[src/rtl/stopwatch_ctrl_if.sv]
// Control/display bundle between the stopwatch sequencer and its neighbours.
// Optional countdown signals appear only when STOPWATCH_COUNTDOWN_EN is defined.
interface stopwatch_ctrl_if;
  logic       tick_1hz;
  logic       tick_2hz;
  logic       pause;
  logic       adj;
  logic       sel;
  logic [2:0] min1;
  logic [3:0] min2;
  logic [2:0] sec1;
  logic [3:0] sec2;
  logic       blink;
  logic       running;
`ifdef STOPWATCH_COUNTDOWN_EN
  logic       down;
  logic       done;
`endif

  modport master (
    output tick_1hz, tick_2hz, pause, adj, sel,
    input  min1, min2, sec1, sec2, blink, running
`ifdef STOPWATCH_COUNTDOWN_EN
    , output down
    , input  done
`endif
  );

  modport slave (
    input  tick_1hz, tick_2hz, pause, adj, sel,
    output min1, min2, sec1, sec2, blink, running
`ifdef STOPWATCH_COUNTDOWN_EN
    , input  down
    , output done
`endif
  );
endinterface

[src/rtl/stopwatch_ctrl.sv]
// Stopwatch sequencer: MM:SS BCD time registers plus run/pause/adjust FSM.
// Optional countdown mode is enabled by defining STOPWATCH_COUNTDOWN_EN.
module stopwatch_ctrl (
  input logic             clk,
  input logic             reset,
  stopwatch_ctrl_if.slave sw
);
  typedef enum logic [1:0] {
    PAUSED = 2'd0,
    RUN    = 2'd1,
    ADJUST = 2'd2
  } state_t;

  state_t     state_r, state_s;
  logic [2:0] min1_r, min1_s, sec1_r, sec1_s;
  logic [3:0] min2_r, min2_s, sec2_r, sec2_s;
  logic       blink_r, blink_s;
  logic       running_r;
  logic       done_r, done_s;
  logic       run_tick_s, adj_tick_s, zero_s;
  logic [4:0] s2_inc_s, m2_inc_s;
  logic [3:0] s1_inc_s, m1_inc_s;

  // Returns {carry, digit}; out-of-range digits collapse to 0 without carry.
  function automatic logic [4:0] unit_inc(input logic [3:0] d);
    if (d == 4'd9)     return {1'b1, 4'd0};
    else if (d > 4'd9) return {1'b0, 4'd0};
    else               return {1'b0, d + 4'd1};
  endfunction

  function automatic logic [3:0] tens_inc(input logic [2:0] d);
    if (d == 3'd5)     return {1'b1, 3'd0};
    else if (d > 3'd5) return {1'b0, 3'd0};
    else               return {1'b0, d + 3'd1};
  endfunction

`ifdef STOPWATCH_COUNTDOWN_EN
  logic [4:0] s2_dec_s, m2_dec_s;
  logic [3:0] s1_dec_s, m1_dec_s;

  function automatic logic [4:0] unit_dec(input logic [3:0] d);
    if (d == 4'd0)     return {1'b1, 4'd9};
    else if (d > 4'd9) return {1'b0, 4'd0};
    else               return {1'b0, d - 4'd1};
  endfunction

  function automatic logic [3:0] tens_dec(input logic [2:0] d);
    if (d == 3'd0)     return {1'b1, 3'd5};
    else if (d > 3'd5) return {1'b0, 3'd0};
    else               return {1'b0, d - 3'd1};
  endfunction
`endif

  // Next-state, time-digit and blink logic.
  always_comb begin
    state_s    = state_r;
    min1_s     = min1_r;
    min2_s     = min2_r;
    sec1_s     = sec1_r;
    sec2_s     = sec2_r;
    blink_s    = 1'b0;
    done_s     = 1'b0;
    zero_s     = ({min1_r, min2_r, sec1_r, sec2_r} == 14'd0);
    run_tick_s = (state_r == RUN) && !sw.adj && sw.tick_1hz;
    adj_tick_s = (state_r == ADJUST) && sw.adj && sw.tick_2hz;
    s2_inc_s   = unit_inc(sec2_r);
    s1_inc_s   = tens_inc(sec1_r);
    m2_inc_s   = unit_inc(min2_r);
    m1_inc_s   = tens_inc(min1_r);

    if (sw.adj) begin
      state_s = ADJUST;
    end else if (state_r == ADJUST) begin
      state_s = PAUSED;
    end else if (sw.pause) begin
      case (state_r)
        RUN:     state_s = PAUSED;
`ifdef STOPWATCH_COUNTDOWN_EN
        PAUSED:  state_s = (sw.down && zero_s) ? PAUSED : RUN;
`else
        PAUSED:  state_s = RUN;
`endif
        default: state_s = PAUSED;
      endcase
    end else begin
      state_s = state_r;
    end

`ifdef STOPWATCH_COUNTDOWN_EN
    s2_dec_s = unit_dec(sec2_r);
    s1_dec_s = tens_dec(sec1_r);
    m2_dec_s = unit_dec(min2_r);
    m1_dec_s = tens_dec(min1_r);
    if (run_tick_s && sw.down) begin
      // Borrow chain; a count already at 00:00 holds without pulsing done.
      if (!zero_s) begin
        sec2_s = s2_dec_s[3:0];
        sec1_s = s2_dec_s[4] ? s1_dec_s[2:0] : sec1_r;
        min2_s = (s2_dec_s[4] && s1_dec_s[3]) ? m2_dec_s[3:0] : min2_r;
        min1_s = (s2_dec_s[4] && s1_dec_s[3] && m2_dec_s[4]) ? m1_dec_s[2:0] : min1_r;
        if ({min1_s, min2_s, sec1_s, sec2_s} == 14'd0) begin
          done_s  = 1'b1;
          state_s = PAUSED;
        end else begin
          done_s  = 1'b0;
        end
      end else begin
        done_s = 1'b0;
      end
    end else
`endif
    if (run_tick_s) begin
      sec2_s = s2_inc_s[3:0];
      sec1_s = s2_inc_s[4] ? s1_inc_s[2:0] : sec1_r;
      min2_s = (s2_inc_s[4] && s1_inc_s[3]) ? m2_inc_s[3:0] : min2_r;
      min1_s = (s2_inc_s[4] && s1_inc_s[3] && m2_inc_s[4]) ? m1_inc_s[2:0] : min1_r;
    end else if (adj_tick_s && sw.sel) begin
      sec2_s = s2_inc_s[3:0];
      sec1_s = s2_inc_s[4] ? s1_inc_s[2:0] : sec1_r;
    end else if (adj_tick_s) begin
      min2_s = m2_inc_s[3:0];
      min1_s = m2_inc_s[4] ? m1_inc_s[2:0] : min1_r;
    end else begin
      sec2_s = sec2_r;
    end

    if (state_s == ADJUST) begin
      if (state_r != ADJUST) blink_s = 1'b0;
      else if (sw.tick_2hz)  blink_s = ~blink_r;
      else                   blink_s = blink_r;
    end else begin
      blink_s = 1'b0;
    end
  end

  // Registered state and outputs with synchronous reset.
  always_ff @(posedge clk) begin
    if (reset) begin
      state_r   <= PAUSED;
      min1_r    <= 3'd0;
      min2_r    <= 4'd0;
      sec1_r    <= 3'd0;
      sec2_r    <= 4'd0;
      blink_r   <= 1'b0;
      running_r <= 1'b0;
      done_r    <= 1'b0;
    end else begin
      state_r   <= state_s;
      min1_r    <= min1_s;
      min2_r    <= min2_s;
      sec1_r    <= sec1_s;
      sec2_r    <= sec2_s;
      blink_r   <= blink_s;
      running_r <= (state_s == RUN);
      done_r    <= done_s;
    end
  end

  assign sw.min1    = min1_r;
  assign sw.min2    = min2_r;
  assign sw.sec1    = sec1_r;
  assign sw.sec2    = sec2_r;
  assign sw.blink   = blink_r;
  assign sw.running = running_r;
`ifdef STOPWATCH_COUNTDOWN_EN
  assign sw.done    = done_r;
`endif
endmodule

[src/flat_wrapper.sv]
// flat-port wrapper written by rule: the top's interface ports become plain ports
module stopwatch_ctrl_flat 
  (clk, reset, sw_tick_1hz, sw_tick_2hz, sw_pause, sw_adj, sw_sel, sw_min1, sw_min2, sw_sec1, sw_sec2, sw_blink, sw_running);
  stopwatch_ctrl_if sw_i ();
  input logic clk;
  input logic reset;
  input wire logic [$bits(sw_i.tick_1hz)-1:0] sw_tick_1hz;
  input wire logic [$bits(sw_i.tick_2hz)-1:0] sw_tick_2hz;
  input wire logic [$bits(sw_i.pause)-1:0] sw_pause;
  input wire logic [$bits(sw_i.adj)-1:0] sw_adj;
  input wire logic [$bits(sw_i.sel)-1:0] sw_sel;
  output wire logic [$bits(sw_i.min1)-1:0] sw_min1;
  output wire logic [$bits(sw_i.min2)-1:0] sw_min2;
  output wire logic [$bits(sw_i.sec1)-1:0] sw_sec1;
  output wire logic [$bits(sw_i.sec2)-1:0] sw_sec2;
  output wire logic [$bits(sw_i.blink)-1:0] sw_blink;
  output wire logic [$bits(sw_i.running)-1:0] sw_running;
  assign sw_i.tick_1hz = sw_tick_1hz;
  assign sw_i.tick_2hz = sw_tick_2hz;
  assign sw_i.pause = sw_pause;
  assign sw_i.adj = sw_adj;
  assign sw_i.sel = sw_sel;
  assign sw_min1 = sw_i.min1;
  assign sw_min2 = sw_i.min2;
  assign sw_sec1 = sw_i.sec1;
  assign sw_sec2 = sw_i.sec2;
  assign sw_blink = sw_i.blink;
  assign sw_running = sw_i.running;
  stopwatch_ctrl u_core (.clk(clk), .reset(reset), .sw(sw_i));
endmodule
[config.mk]
export PLATFORM = sky130hd
export DESIGN_NAME = stopwatch_ctrl_flat
export DESIGN_NICKNAME = d
export VERILOG_FILES = /design/src/rtl/stopwatch_ctrl_if.sv /design/src/rtl/stopwatch_ctrl.sv /design/src/flat_wrapper.sv
export SDC_FILE = /design/constraint.sdc
export NUM_CORES = 1
export LEC_CHECK = 0
export BUFFER_PORTS_ARGS = -buffer_cell sky130_fd_sc_hd__buf_2
export CORE_MARGIN = 8
export CORE_UTILIZATION = 47
export DETAILED_ROUTE_END_ITERATION = 12
export MAX_ROUTING_LAYER = met4
export PLACE_DENSITY = 0.74
export SLEW_MARGIN = 20
export SYNTH_ARGS = -nofsm -noshare
export SYNTH_HDL_FRONTEND = slang
export SYNTH_SLANG_ARGS = --single-unit
export TNS_END_PERCENT = 30
[constraint.sdc]
create_clock -name clk -period 1.3 [get_ports clk]
set_input_delay 0 -clock clk [delete_from_list [all_inputs] [get_ports clk]]
set_output_delay 0 -clock clk [all_outputs]
set_load 0.05 [all_outputs]
After elaboration in Yosys (flattened, before gate mapping)
Cells that the tools add are included.
Word-level totals
  flip-flop bits (word level): 18
  output and inout bits: 16
  word-level logic and storage cells: 70
Operators by class
  add/sub/neg operators: 4
  order comparisons: 4
  equality and inequality tests: 12
  mux-type cells: 26
  bitwise operators: 2
  reductions and logical operators: 15
Operator list (number)
  two-way mux 4 bit: 9
  two-way mux 3 bit: 11
  two-way mux 5 bit: 2
  adder 4 x 1 -> 4 bit (second input constant): 2
  equality test 4 bit (second input constant): 2
  greater-than comparator 4 bit (second input constant): 2
  logical AND 1 bit: 7
  adder 3 x 1 -> 3 bit (second input constant): 2
  equality test 3 bit (second input constant): 2
  greater-than comparator 3 bit (second input constant): 2
  two-way mux 2 bit: 3
  != test 2 bit (second input constant): 3
  nonzero test 2 bit: 3
  equality test 2 x 1 -> 1 bit (second input constant): 2
  equality test 2 bit (second input constant): 2
  AND reduction 4 bit: 1
  AND reduction 3 bit: 1
  OR reduction 3 bit: 1
  logical NOT 2 bit: 1
  != test 2 x 1 -> 1 bit (second input constant): 1
  inverter 1 bit: 2
  logical NOT 1 bit: 1
  two-way mux 1 bit: 1

Depth between registers and ports, before layout
  depth after elaboration: 8
  depth in mapped cells: 6
  depth with buffers taken out: 6

Worst setup path after synthesis
OpenSTA, ideal clock, no wires.
  path type: register to register
  from: register u_core.sec2_r[0], in the netlist u_core.sw.sec2[0]
  to: register u_core.min2_r[2], in the netlist u_core.sw.min2[2]
  library setup time: 0.117 ns
  arrival: 1.691 ns
  slack: -0.508 ns
  stages on the path, launching flop included: 6
  buffers on the path: 0
  cells stage by stage: dfxtp_1 -> ha_1 -> and3b_1 -> and3_1 -> o22ai_1 -> a32o_1
On the way
  word-level cells in the longest chain between the ends: 5
Ends and longest elaborated chain
  start: declaration: line stopwatch_ctrl.sv:16  | logic [3:0] min2_r, min2_s, sec2_r, sec2_s;
  start signal: assignment: line stopwatch_ctrl.sv:152  | sec2_r <= sec2_s;
  equality test 4 bit: line stopwatch_ctrl.sv:26  | if (d == 4'd9) return {1'b1, 4'd0};
  two-way mux 5 bit: line stopwatch_ctrl.sv:26
  logical AND 1 bit: line stopwatch_ctrl.sv:115  | min2_s = (s2_inc_s[4] && s1_inc_s[3]) ? m2_inc_s[3:0] : min2_r;
  != test 2 bit (no line)
  AND reduction 3 bit (no line)
  end signal: assignment: line stopwatch_ctrl.sv:150  | min2_r <= min2_s;
  end: declaration: line stopwatch_ctrl.sv:16
No other way between the ends.
A chain may end at the register's enable or synchronous reset.

Worst setup path in the final report
  from: register u_core.min2_r[1], in the netlist u_core.sw.min2[1]
  to: register u_core.min1_r[2], in the netlist u_core.sw.min1[2]
On the way
  word-level cells in the longest chain between the ends: 5
Ends and longest elaborated chain
  equality test 4 bit *: line stopwatch_ctrl.sv:26
  two-way mux 5 bit *: line stopwatch_ctrl.sv:26
  logical AND 1 bit: line stopwatch_ctrl.sv:116  | min1_s = (s2_inc_s[4] && s1_inc_s[3] && m2_inc_s[4]) ? m1_inc_s[2:0] : min1_r;
  != test 2 bit (no line)
  AND reduction 4 bit (no line) *
  end signal: assignment: line stopwatch_ctrl.sv:149  | min1_r <= min1_s;
  end: declaration: line stopwatch_ctrl.sv:15  | logic [2:0] min1_r, min1_s, sec1_r, sec1_s;
Every way passes the cells marked *; elsewhere a longest branch is shown, timed or not.

==> flow_summary.yaml <==
clocking:
  cts.clk_slew.worst_paths_ns: 0.11
  clk_latency_ns: 0.29
  htree_levels: 1
  cts_tree: "yes"
  cts.root.buffer_cell: "clkbuf_4"
  clockBufferDepth: 2
  clock_sinks: 18
  cts_buffers: 3
synthesis:
  synth_area_um2: 1020
  ys.flop_type: "dfxtp_1"
  synth.distinct_cells: 40
  postSynthCellCount: 115
  synth_top_cell_by_area: "dfxtp_1"
  ys_seq_area_share_pct: 35.2
  synth.area.top_cells: "dfxtp_1 (35%), ha_1 (12%), a21oi_1 (5.4%), inv_1 (4.4%), nand3_1 (2.4%)"
  synth_edf_count: 0
  synthArstFlopShare_pct: 0
  ys_warn_count: 0
  synth_nets: 132
  syn_area_per_cell_um2: 8.90
  yosys_register_bits: 18
  synth_top_cell_area_share_pct: 35.2
sta:
  worst_slack_ns: -0.165
  finalClockSkew_ns: 0.00383
  finalCritPeriodShare_pct: 113
  relSlewSlack_pct: 78.8
  final_max_slew_viol_count: 0
  setup_viol: 12
  fmax_mhz: 683
  setup_tns_ns: -1.19
  min_period_ns: 1.47
  hold_violations: 0
  rsz0062_at_grt: "yes"
  worst_slew_pin_slew_ns: 0.315
setup_path:
  endpoint_kind: "register"
  required_ns: 1.52
  crit_slowest_cell: "dfxtp_4"
  cp-start-kind: "register"
  ff2ff_path_depth: 7
  critPathArrivalTime_ns: 1.69
  crit_path_cell_trace: "inv_4, ha_4, and3b_2, buf_4, nand4_4, a21bo_2, a211oi_2"
  critPathMaxFanout: 4
  critPathKind: "reg2reg"
  crit_path_max_incr_delay_ns: 0.37
route:
  drt_first_iter_violations: 39
  vias_per_cell: 5.50
  drt-wirelength-per-cell_um: 13.4
  dr.pass1.iters: 4
  num_vias: 1078
  ant_nets: 0
  drc: 0
  drt-total-wl_um: 2630
grt:
  grt_pass1_wl_um: 4520
  overflow: 0
  antenna_found_initial: 0
  grt_max_degree: 15
  grt_pass1_vias: 1066
  track_usage_pct: 14.0
cells_and_area:
  fin_util_pct: 71.9
  layout-drive-gt1-share_pct: 50.6
  nets: 186
  antenna_cells: 0
  mostFrequentLayoutCells: "buf_4 (24), buf_2 (22), inv_1 (9), a21oi_1 (8), ha_1 (8)"
  layout.cells.most_common: "buf_4"
  area_growth_pct: 49.5
  fillerInstances: 166
power:
  leakagePower_uw: 0.000698
  peakVddDrop_mv: 0.417
  p_per_area_nw_per_um2: 657
worst_hold_path:
  hold_path_class: "in2reg"
  whs_path_depth: 2
flow_run:
  max-cap-violations: 0
placement:
  port_buffers: 22
  place_congestion: 0.808
  post-dp-hpwl_um: 1900
die:
  fp.dieH_um: 62.7
  initial_core_util_pct: 48.1
  dieArea_um2: 3930
  rows: 17
  top_level_ports: 23
  fp.dieW_um: 62.7
  core-area_um2: 2130
outcome:
  status: "finished with violations"
  violations: "setup timing"
[logic make-up after synthesis]
logic type                 Yosys count  synth area share [%]
buffers and inverters               13                  4.77
DFF                                 18                  35.2
AOI/OAI and AO/OA                   35                  23.7
and+or+nand+nor                     37                  22.4
adders and majority gates           10                  12.2
xor gates and xnor gates             2                  1.71
[report_power, final]
part | switching (uW) | internal (uW)
clock network | 177 | 171
registers | 4.99 | 547
logic | 59.0 | 45.8
total | 241 | 763
[worst max-delay path, delay by kind of cell, from the launching register on]
kind	cells	cell delay [ns]
fa+ha+maj	1	0.11
compound gates	2	0.42
simple gates	2	0.32
buf+inv	2	0.18
flops	1	0.37
[timing repair]
action / 4_1_cts / 5_1_grt
pin swaps: 3 / 10
gates resized for setup: 5 / 6
setup endpoints to repair: 14 / 14
hold buffers: 3 / 0
endpoints found under the hold margin: 4 / 0
buffers inserted: 3 / 2
[flip-flops by register name, indices dropped and copies added, names as in the netlist]
register           cells
u_core.sw.min1         3
u_core.sw.running      1
u_core.sw.sec1         3
u_core.sw.blink        1
u_core.sw.sec2         4
u_core.sw.min2         4
u_core.state_r         2
[per-layer routing]
layer	wire [um]	part of all wire [%]	global-route usage [%]
met5	0	0	-
met4	15	0.57	5.98
met3	72	2.7	3.58
met2	1440	55	25.4
met1	1100	42	13.9
[synthesized netlist by cell type (2+ instances only)]
cell	n
a31oi_1	2
or4_1	2
nor3_1	3
nor2_1	6
nand2_1	6
xnor2_1	2
and3b_1	2
a21oi_1	11
dfxtp_1	18
a211o_1	2
nand3_1	5
o31ai_1	2
o211ai_1	2
o21ai_0	4
a211oi_1	2
ha_1	10
nand3b_1	2
inv_1	12
[worst paths after layout]
kind,start,end,slack (ns)
setup / recovery,u_core.sw.min2[1],u_core.sw.min1[2],-0.17
hold / removal,reset,u_core.sw.sec1[0],0.06
setup reg to reg,u_core.sw.min2[1],u_core.sw.min1[2],-0.17
hold reg to reg,u_core.sw.min1[2],u_core.sw.min1[2],0.52
[area by class of cell]
type                            count  area (um^2)  share of cell area (%)
Clock buffer                        4         36.3                    2.37
Inverter                           12         50.0                    3.27
Multi-Input combinational cell     84          686                    44.8
Sequential cell                    18          392                    25.6
Tap cell                           28         35.0                    2.29
Timing Repair Buffer               50          332                    21.7
[through the flow]
step | setup slack [ns] | cells | total power, uW | area, um^2 | hold slack (ns)
after global placement | -0.120 | 184 | 656 | 1390 | 0.237
after detailed placement | -0.170 | 184 | 659 | 1390 | 0.243
after global routing | -0.211 | 196 | 1050 | 1530 | 0.0718
final | -0.165 | 196 | 1000 | 1530 | 0.0565
after floorplan | -0.162 | 115 | 618 | 1100 | 0.0768
after CTS | -0.144 | 194 | 1020 | 1490 | 0.0448
No activity file was read; power rests on OpenSTA's default activity.
